## config.mk

```make
export PLATFORM = sky130hd
export DESIGN_NAME = spi_reg_target
export DESIGN_NICKNAME = d
export VERILOG_FILES = /design/src/rtl/spi_reg_target.sv
export SDC_FILE = /design/constraint.sdc
export NUM_CORES = 1
export LEC_CHECK = 0
export CAP_MARGIN = 25
export CORE_MARGIN = 4
export CORE_UTILIZATION = 25
export DETAILED_ROUTE_END_ITERATION = 12
export PLACE_DENSITY = 0.39
export SYNTH_ARGS = -nofsm -noshare
export SYNTH_HDL_FRONTEND = slang
export SYNTH_SLANG_ARGS = --single-unit
```

## constraint.sdc

```tcl
create_clock -name clk -period 3.15 [get_ports clk]
set_input_delay 0.7875 -clock clk [delete_from_list [all_inputs] [get_ports clk]]
set_output_delay 0.7875 -clock clk [all_outputs]
set_load 0.05 [all_outputs]
```

## src/rtl/spi_reg_target.sv

```systemverilog
// SPI target with an on-chip register file: pins are sampled in the clk domain, a command
// byte selects read/write and start address, then an unbounded burst of data words follows.
module spi_reg_target #(
   parameter int  NUM_REGS = 8,
   parameter int  DATA_W   = 8,
   parameter int  AUTO_INC = 1,
   localparam int AW       = $clog2(NUM_REGS)
) (
   input  logic                       clk,
   input  logic                       rst,
   input  logic                       cs_n,
   input  logic                       sck,
   input  logic                       mosi,
   input  logic [1:0]                 mode,
   output logic                       miso,
   output logic                       miso_oe,
   input  logic                       loc_we,
   input  logic [AW-1:0]              loc_addr,
   input  logic [DATA_W-1:0]          loc_data,
   output logic [NUM_REGS*DATA_W-1:0] regs_flat,
   output logic                       wr_strobe,
   output logic [AW-1:0]              wr_addr,
   output logic                       busy,
   output logic                       frame_err
);

   localparam int CW = $clog2(DATA_W) + 1;

   localparam logic [1:0] ST_IDLE    = 2'b00;
   localparam logic [1:0] ST_CMD     = 2'b01;
   localparam logic [1:0] ST_DATA    = 2'b10;
   localparam logic [1:0] ST_WAIT_HI = 2'b11;

   logic [2:0]        cs_sync_q, sck_sync_q;
   logic [1:0]        mosi_sync_q;
   logic [1:0]        state_q, state_d;
   logic [1:0]        mode_q, mode_d;
   logic [CW-1:0]     bitcnt_q, bitcnt_d, last_bit;
   logic              rw_q, rw_d;
   logic [AW-1:0]     addr_q, addr_d, cmd_addr, next_addr;
   logic [DATA_W-1:0] rx_q, rx_d, rx_word;
   logic [DATA_W-1:0] tx_q, tx_d;
   logic              miso_q, miso_d;
   logic              busy_q, busy_d;
   logic              frame_err_q, frame_err_d;
   logic              wr_pend_q, wr_pend_d;
   logic [AW-1:0]     wr_pend_addr_q, wr_pend_addr_d;
   logic [DATA_W-1:0] wr_pend_data_q, wr_pend_data_d;
   logic              wr_strobe_q;
   logic [AW-1:0]     wr_addr_q;
   logic [DATA_W-1:0] regs_q [NUM_REGS];
   logic              cs_s, cs_fall, cs_rise, sck_rise, sck_fall;
   logic              lead_edge, trail_edge, sample_edge, shift_edge;

   // Pin synchronisers; deliberately left out of reset so a mid-frame reset still sees cs_n.
   always_ff @(posedge clk) begin
      cs_sync_q   <= {cs_sync_q[1:0], cs_n};
      sck_sync_q  <= {sck_sync_q[1:0], sck};
      mosi_sync_q <= {mosi_sync_q[0], mosi};
   end

   assign cs_s        = cs_sync_q[1];
   assign cs_fall     = cs_sync_q[2] & ~cs_sync_q[1];
   assign cs_rise     = ~cs_sync_q[2] & cs_sync_q[1];
   assign sck_rise    = ~sck_sync_q[2] & sck_sync_q[1];
   assign sck_fall    = sck_sync_q[2] & ~sck_sync_q[1];
   assign lead_edge   = mode_q[1] ? sck_fall : sck_rise;
   assign trail_edge  = mode_q[1] ? sck_rise : sck_fall;
   assign sample_edge = mode_q[0] ? trail_edge : lead_edge;
   assign shift_edge  = mode_q[0] ? lead_edge : trail_edge;

   assign rx_word   = {rx_q[DATA_W-2:0], mosi_sync_q[1]};
   assign cmd_addr  = rx_word[AW-1:0];
   assign next_addr = (AUTO_INC != 0) ? addr_q + AW'(1) : addr_q;
   assign last_bit  = (state_q == ST_CMD) ? CW'(7) : CW'(DATA_W - 1);
   assign busy_d    = (state_d == ST_CMD) || (state_d == ST_DATA);

   // Frame decoder: command byte, then data words until cs_n rises.
   always_comb begin
      state_d        = state_q;
      mode_d         = mode_q;
      bitcnt_d       = bitcnt_q;
      rw_d           = rw_q;
      addr_d         = addr_q;
      rx_d           = rx_q;
      tx_d           = tx_q;
      miso_d         = miso_q;
      frame_err_d    = frame_err_q;
      wr_pend_d      = 1'b0;
      wr_pend_addr_d = wr_pend_addr_q;
      wr_pend_data_d = wr_pend_data_q;
      case (state_q)
         ST_WAIT_HI: begin
            if (cs_s) state_d = ST_IDLE;
            else      state_d = ST_WAIT_HI;
         end
         ST_IDLE: begin
            if (cs_fall) begin
               state_d     = ST_CMD;
               mode_d      = mode;
               frame_err_d = 1'b0;
               bitcnt_d    = '0;
               tx_d        = '0;
               miso_d      = 1'b0;
            end else begin
               state_d = ST_IDLE;
            end
         end
         ST_CMD, ST_DATA: begin
            if (cs_rise) begin
               state_d  = ST_IDLE;
               miso_d   = 1'b0;
               bitcnt_d = '0;
               if (bitcnt_q != '0) frame_err_d = 1'b1;
               else                frame_err_d = frame_err_q;
            end else if (sample_edge) begin
               rx_d = rx_word;
               if (bitcnt_q != last_bit) begin
                  bitcnt_d = bitcnt_q + CW'(1);
               end else if (state_q == ST_CMD) begin
                  bitcnt_d = '0;
                  state_d  = ST_DATA;
                  addr_d   = cmd_addr;
                  rw_d     = rx_word[7];
                  if (rx_word[7]) tx_d = regs_q[cmd_addr];
                  else            tx_d = '0;
               end else begin
                  bitcnt_d = '0;
                  addr_d   = next_addr;
                  if (rw_q) begin
                     tx_d = regs_q[next_addr];
                  end else begin
                     wr_pend_d      = 1'b1;
                     wr_pend_addr_d = addr_q;
                     wr_pend_data_d = rx_word;
                  end
               end
            end else if (shift_edge) begin
               miso_d = tx_q[DATA_W-1];
               tx_d   = {tx_q[DATA_W-2:0], 1'b0};
            end else begin
               state_d = state_q;
            end
         end
         default: state_d = ST_WAIT_HI;
      endcase
   end

   // Decoder state; reset parks in WAIT_HI so a frame already in progress is ignored.
   always_ff @(posedge clk) begin
      if (rst) begin
         state_q        <= ST_WAIT_HI;
         mode_q         <= 2'b00;
         bitcnt_q       <= '0;
         rw_q           <= 1'b0;
         addr_q         <= '0;
         rx_q           <= '0;
         tx_q           <= '0;
         miso_q         <= 1'b0;
         busy_q         <= 1'b0;
         frame_err_q    <= 1'b0;
         wr_pend_q      <= 1'b0;
         wr_pend_addr_q <= '0;
         wr_pend_data_q <= '0;
      end else begin
         state_q        <= state_d;
         mode_q         <= mode_d;
         bitcnt_q       <= bitcnt_d;
         rw_q           <= rw_d;
         addr_q         <= addr_d;
         rx_q           <= rx_d;
         tx_q           <= tx_d;
         miso_q         <= miso_d;
         busy_q         <= busy_d;
         frame_err_q    <= frame_err_d;
         wr_pend_q      <= wr_pend_d;
         wr_pend_addr_q <= wr_pend_addr_d;
         wr_pend_data_q <= wr_pend_data_d;
      end
   end

   // Register file: the SPI write commits one cycle after its last sample and wins collisions.
   always_ff @(posedge clk) begin
      if (rst) begin
         for (int i = 0; i < NUM_REGS; i++) regs_q[i] <= '0;
         wr_strobe_q <= 1'b0;
         wr_addr_q   <= '0;
      end else begin
         if (loc_we && !(wr_pend_q && (loc_addr == wr_pend_addr_q))) regs_q[loc_addr] <= loc_data;
         if (wr_pend_q) begin
            regs_q[wr_pend_addr_q] <= wr_pend_data_q;
            wr_addr_q              <= wr_pend_addr_q;
         end
         wr_strobe_q <= wr_pend_q;
      end
   end

   for (genvar g = 0; g < NUM_REGS; g++) begin : g_flat
      assign regs_flat[g*DATA_W +: DATA_W] = regs_q[g];
   end

   assign miso      = miso_q;
   assign miso_oe   = busy_q;
   assign busy      = busy_q;
   assign frame_err = frame_err_q;
   assign wr_strobe = wr_strobe_q;
   assign wr_addr   = wr_addr_q;

endmodule

```

==> results.yml <==
setup_path:
  crit_path_end_kind: "flop"
  worstPathArrival_ns: 2.84
  crit_type: "in -> reg"
  cp_max_fo: 9
  cp.required_ns: 3.23
  r2r_setup_slack_ns: 0.65
  start_kind: "input pin"
  critPathBufInv: 1
  r2r_cells: 5
  slowest_delay_ns: 0.85
  path_cells: "clkdlybuf4s50_1 > nor2b_1 > nand2_1 > nor4_2 > or3_1"
  crit_slowest_cell: "nor4_2"
  cp_num_cells: 5
  path_delay_family: "simple AND/OR/NAND/NOR gates"
power_and_ir_drop:
  vdd_ir_drop_max_mv: 0.3108
  p_seq_share_pct: 40.2
  cellLeakagePower_nw: 2.847
  p_sw_share_pct: 28.44
  power-per-cell-area_nw_per_um2: 532.4
  power.share.combinational_pct: 14.9
  power_switching_mw: 1.236
  p_int_mw: 3.111
  p_clk_share_pct: 44.9
finish:
  drive_gt1_share_pct: 16.88
  insertedDiodeCount: 0
  fill_cells: 2464
  layout.area.seq_um2: 3003
  area_delta_synth_final_pct: 29.77
  finalNonFillerCells: 958
  finalInstanceArea_um2: 8165
  nNetsFinal: 648
  multi_input_area_um2: 3035
clock_network:
  clkTransAtPathRegs_ns: 0.06
  cts_sinks: 118
  cts_hold_buf: 0
  post-cts-setup-buffers: 0
  cts_resized: 0
  clockBufferDepth: 2
  worstSkewPairLatency_ns: 0.42
  cts_tree: "done"
  htreeDepth: 4
  clock_tree.root_cell: "clkbuf_16"
  cts_buffers: 17
route:
  final_antenna_net_count: 0
  viasPerCell: 5.161
  wire_per_inst_um: 22.87
  drc: 0
  finalWirelength_um: 21910
  drt-initial-drc-count: 273
  drt-pass1-iter-count: 4
  dr_total_vias: 4944
floorplan:
  die_x_um: 166.6
  initial_core_util_pct: 25.65
  core_um2: 24530
  fp-row-count: 57
  ioPinCount: 91
  die_h_um: 166.6
  die_area_um2: 27770
yosys:
  ys_warn_count: 0
  avgSynthCellArea_um2: 11.81
  yosys_most_used_dff: "edfxtp_1"
  async_flop_share_pct: 0
  synth-seq-cells: 118
  synthCells: 533
  synth_edf_count: 64
  synth_area_um2: 6292
  synthDistinctLibCells: 61
  ys_seq_area_share_pct: 47.72
  synth_nets: 560
grt:
  grt_util_all_layers_pct: 15.84
  globalRoute.busiestLayer: "met2"
  grt_max_degree: 41
  grt_util_met1_pct: 20.53
  grt_pass1_wl_um: 33590
  grt_antenna_before_repair: 0
  grt_util_met3_pct: 3.532
  grt_pass1_vias: 5208
  grt_overflow: 0
  use_met2_pct: 26.79
hold_path:
  hold_path_class: "reg -> reg"
  holdPathStages: 0
placement:
  io_buffers: 90
  dpl.hpwl_um: 16620
  gp_congestion: 0.8152
  dpl-instance-area_um2: 7561
  place_inst: 926
  post-place-ws_ns: -0.02442
run:
  max-cap-violations: 0
sta:
  rsz0062_at_grt: "false"
  setup_viol: 0
  period_minus_slack_ns: 2.758
  maxSlewViolCount: 0
  fin_crit_sh_pct: 87.55
  finalWorstSetupSlack_ns: 0.3922
  worstMarginPinSlew_ns: 0.9759
  fin_skew_ns: 0.007647
  finalHoldViolations: 0
  max_freq_mhz: 362.6
  relSlewSlack_pct: 34.40
status:
  status: "finished, final reports clean"
[logic make-up (layout without fill, tap and decap cells)]
kind of cell	Yosys count	count (layout)	synth area share, %
AOI/OAI and AO/OA	145	145	17.88
xor gates and xnor gates	8	8	1.233
DFF	118	118	47.72
muxes	63	63	15.03
adders and majority gates	8	8	1.591
buffers and inverters	54	155	4.037
and+or+nand+nor	137	137	12.51
[worst reg2reg max path, stage by stage (launching register included)]
cell and delay, ns:
dfxtp_1 0.58, xnor2_1 0.14, nand4_1 0.11, nand2_1 0.10, nor4_2 0.81, or3_1 0.43
[worst paths after layout]
kind	to	from
worst min-delay path	cs_sync_q[1]	cs_sync_q[0]
worst max-delay path	regs_q[6][0]	loc_we
worst min register to register	cs_sync_q[1]	cs_sync_q[0]
worst max register to register	regs_q[6][0]	wr_pend_addr_q[1]
[per-layer routing]
| layer | share of wire, % | vias up | wire length (um) |
|---|---|---|---|
| li1 | - | 2267 | - |
| met1 | 44 | 2496 | 9719 |
| met2 | 49 | 158 | 10800 |
| met3 | 4.7 | 23 | 1033 |
| met4 | 1.6 | 0 | 357 |
| met5 | 0 | - | 0 |
[metrics by stage]
stage               utilization, %  power [mW]  setup TNS [ns]  hold WS (ns)
floorplan                        -       2.188               0        0.3096
global placement             30.82       2.428               0        0.3128
detailed placement           30.82       2.430         -0.1929        0.3157
CTS                          33.28       4.374               0        0.3340
global route                 33.28       4.503               0        0.3336
finish                       33.28       4.347               0        0.3296
[cell usage after synthesis, types with 5 or more instances]
| cell type | count | area [um2] |
|---|---|---|
| ha_1 | 8 | 100.1 |
| a22o_1 | 65 | 569.3 |
| clkbuf_1 | 13 | 48.80 |
| xnor2_1 | 5 | 43.79 |
| o2bb2ai_1 | 7 | 61.31 |
| mux2i_1 | 21 | 210.2 |
| buf_1 | 18 | 67.56 |
| nor2b_1 | 7 | 43.79 |
| mux2_2 | 23 | 259.0 |
| edfxtp_1 | 64 | 1922 |
| mux4_1 | 15 | 394.1 |
| buf_4 | 5 | 37.54 |
| or3_1 | 8 | 50.05 |
| nand2_1 | 41 | 153.9 |
| o21ai_0 | 6 | 30.03 |
| nor2_2 | 5 | 31.28 |
| a222oi_1 | 7 | 70.07 |
| nor2_1 | 23 | 86.33 |
| inv_1 | 7 | 26.28 |
| a21oi_1 | 30 | 150.1 |
| o22ai_1 | 7 | 43.79 |
| buf_2 | 8 | 40.04 |
| nand2b_1 | 8 | 50.05 |
| a221oi_1 | 7 | 61.31 |
| dfxtp_1 | 54 | 1081 |
| nand3_1 | 17 | 85.08 |
[layout by cell type, fill, tap and decap left out, types with 3 or more instances in the layout]
| cell type | n |
|---|---|
| mux4_1 | 15 |
| nand3_1 | 17 |
| buf_4 | 26 |
| mux2i_1 | 21 |
| o22ai_1 | 7 |
| xnor2_1 | 5 |
| mux2_2 | 23 |
| or3_1 | 8 |
| o21ai_0 | 6 |
| a221oi_1 | 7 |
| ha_1 | 8 |
| nor2_1 | 23 |
| nand3b_1 | 4 |
| mux4_2 | 3 |
| a21oi_1 | 30 |
| nor2b_1 | 7 |
| nand2b_1 | 8 |
| inv_6 | 3 |
| clkbuf_16 | 20 |
| a222oi_1 | 7 |
| a22o_1 | 65 |
| clkdlybuf4s50_1 | 89 |
| inv_1 | 7 |
| nor2_2 | 5 |
| edfxtp_1 | 64 |
| nand4_1 | 4 |
| nand2_1 | 41 |
| dfxtp_1 | 54 |
| o2bb2ai_1 | 7 |
[state kept, by name, summed over array words and instances (netlist names), 4 cells and up]
| name | flops |
|---|---|
| regs_q | 64 |
| tx_q | 8 |
| wr_pend_data_q | 8 |
| rx_q | 7 |
| bitcnt_q | 4 |
[layout make-up]
type                            instances  area share [%]
Timing Repair Buffer                  116           13.36
Clock buffer                           22           6.466
Tap cell                              324           4.965
Clock inverter                         10          0.9347
Sequential cell                       118           36.78
Inverter                                7          0.3218
Multi-Input combinational cell        361           37.17
[power by group through the flow]
stage               Combinational [mW]  Clock (mW)  Sequential [mW]
CTS                              0.651        1.97             1.75
global placement                 0.647           0             1.78
detailed placement               0.649           0             1.78
floorplan                        0.294           0             1.89
global route                     0.693        2.05             1.76
finish                           0.647        1.95             1.75
(Power assumes the default switching activity.)
==> patch, RTL diff (config.mk and constraints unchanged) <==
`DATA_W`: 8 -> 16.
--- a/src/rtl/spi_reg_target.sv
+++ b/src/rtl/spi_reg_target.sv
@@ -2,7 +2,7 @@
 // byte selects read/write and start address, then an unbounded burst of data words follows.
 module spi_reg_target #(
    parameter int  NUM_REGS = 8,
-   parameter int  DATA_W   = 8,
+   parameter int  DATA_W   = 16,
    parameter int  AUTO_INC = 1,
    localparam int AW       = $clog2(NUM_REGS)
 ) (
Interface: changed (resized loc_data and regs_flat); port bits go from 91 to 163. The function was not compared with the original's and may differ.
==> patch against the unedited design <==
First-iteration DRC count increased by 130%; die area up 70%; routed wire length is 100% higher; fmax grew 1.9%; design area grew 73%; sequential share of layout area increased by 1.7 points; synthesized cell count is 78% higher; cell count up 76%; sequential cell count increased by 89; clock skew is 0.0015 ns higher; setup slack better by 0.050 ns; utilization decreased by 0.67 points; synthesized area rose by 74%; total power grew 62%; critical endpoint is now regs_flat[78]; highest routed layer unchanged.
==> patch: results (changes against the unedited design) <==
- Final #Nets: 1118 (+73%)
- Crit path DAT: 1.92 ns (-0.92 ns)
- Share of layout cells above drive strength 1: 15.3% (-1.5 points)
- DR pass1 iterations: 6 (+2)
- Via count: 8784 (+78%)
- Total CTS buffers: 25 (+8)
- Post-route insts no fill: 1687 (+76%)
- Sw frac: 29.9% (+1.4 points)
- Top cells by count, synth: a22o_1, edfxtp_1, nand2_1, dfxtp_1, a21oi_1
- Register area share after synthesis: 49.5% (+1.7 points)
- Regs by FF count: regs_q: 128 flops, tx_q: 16 flops, wr_pend_data_q: 16 flops
- Input/output buffers: 162 (+80%)
- Yosys cell types: 63 (+3.3%)
- GP Congestion: 0.810 (-0.70%)
- Hold_buf cts: 0 (unchanged)
- Clock-pin slew on the worst setup and hold paths: 0.06 ns (about the same)
- Status: completed
- Area after DPL: 0.0133 mm2 (+76%)
- Peak VDD IR: 323 uV (+4.0%)
- Antenna violations before repair: 0 (unchanged)
- DR iter-0 viols: 619 (+130%)
- Crit-path max cell delay: 0.88 ns (+0.03 ns)
- Leakage: 4.80 nW (+69%)
- Top fanout value on the critical path: 3 (-6)
- Slowest CP cell: clkdlybuf4s50_1
- Post-synth EDFFs: 128 (+100%)
- Pre-CTS WS: 0.293 ns (+0.318 ns)
- H-tree depth: 1 (-3)
- Post-DP HPWL: 33.4 mm (+100%)
- Post-synth top area share: 35.0% (+4.5 points)
- Synth area leaders: edfxtp_1, dfxtp_1, a22o_1, mux4_2, mux2i_1
- Number of global-route vias before repair: 8710 (+67%)
- Tightest Hold Check Type: reg2reg
- Post-synth net total: 983 (+76%)
- Setup bufs post-CTS: 0 (unchanged)
- Placed insts: 1640 (+77%)
- First-pass GRT wire length: 64.7 mm (+93%)
- Cells after Synth: 948 (+78%)
- Clk buf depth: 3 (+1)
- Slew margin rel.: 38.2% (+3.8 points)
- Root buffer cell: clkbuf_16
- Main flop type after synthesis: edfxtp_1
- Setup Skew: 0.00918 ns (+0.00153 ns)
- Pin count of the biggest net entering global routing: 54 (+32%)
- All-layer global routing usage: 18.4% (+2.5 points)
- Delay-heaviest family, CP: buffers and inverters
- Wire per inst: 26.6 um (+16%)
- Worst-Skew Late Latency: 0.54 ns (+0.12 ns)
patch: final cells by class:
type | count | area (um2)
Inverter | 9 | 33.8
Tap cell | 585 | 732
Timing Repair Buffer | 214 | 2060
Sequential cell | 207 | 5430
Clock buffer | 29 | 661
Clock inverter | 17 | 116
Multi-Input combinational cell | 626 | 5080
Fill cell | 4368 | 29200
patch: power groups by stage:
stage               Combinational, mW  Clock (mW)  Sequential (mW)
finish                           1.15        2.78             3.12
global route                     1.21        2.97             3.13
CTS                              1.16        2.85             3.12
detailed placement               1.15           0             3.18
global placement                 1.16           0             3.18
floorplan                       0.456           0             3.38
patch: path summary, 6_finish.rpt:
check / start / slack, ns / to / cells after the start
setup reg to reg: state_q[0]$_SDFF_PP1_ / 0.75 / tx_q[0]$_SDFFE_PP0P_ / 6
hold reg to reg: mosi_sync_q[0]$_DFF_P_ / 0.33 / mosi_sync_q[1]$_DFF_P_ / 0
setup / recovery: regs_q[4][14]$_DFFE_PP_ / 0.44 / regs_flat[78] / 1
hold / removal: mosi_sync_q[0]$_DFF_P_ / 0.33 / mosi_sync_q[1]$_DFF_P_ / 0
patch: cells by family (layout without fill, tap and decap cells):
group	Yosys count	after routing	share of synthesized area (%)
DFF	207	207	49.5
xor gates and xnor gates	7	7	0.627
AOI/OAI and AO/OA	303	303	21.0
muxes	87	87	12.1
buffers and inverters	115	269	4.47
adders and majority gates	8	8	0.913
and+or+nand+nor	221	221	11.4
patch: per-layer routing:
metal  part of all wire (%)  vias up  GRT usage, %
li1                       -     3976             -
met5                      0        -             0
met1                     48     4528          27.1
met3                    4.1       38          2.26
met2                     46      242          29.3
met4                    1.7        0          3.29
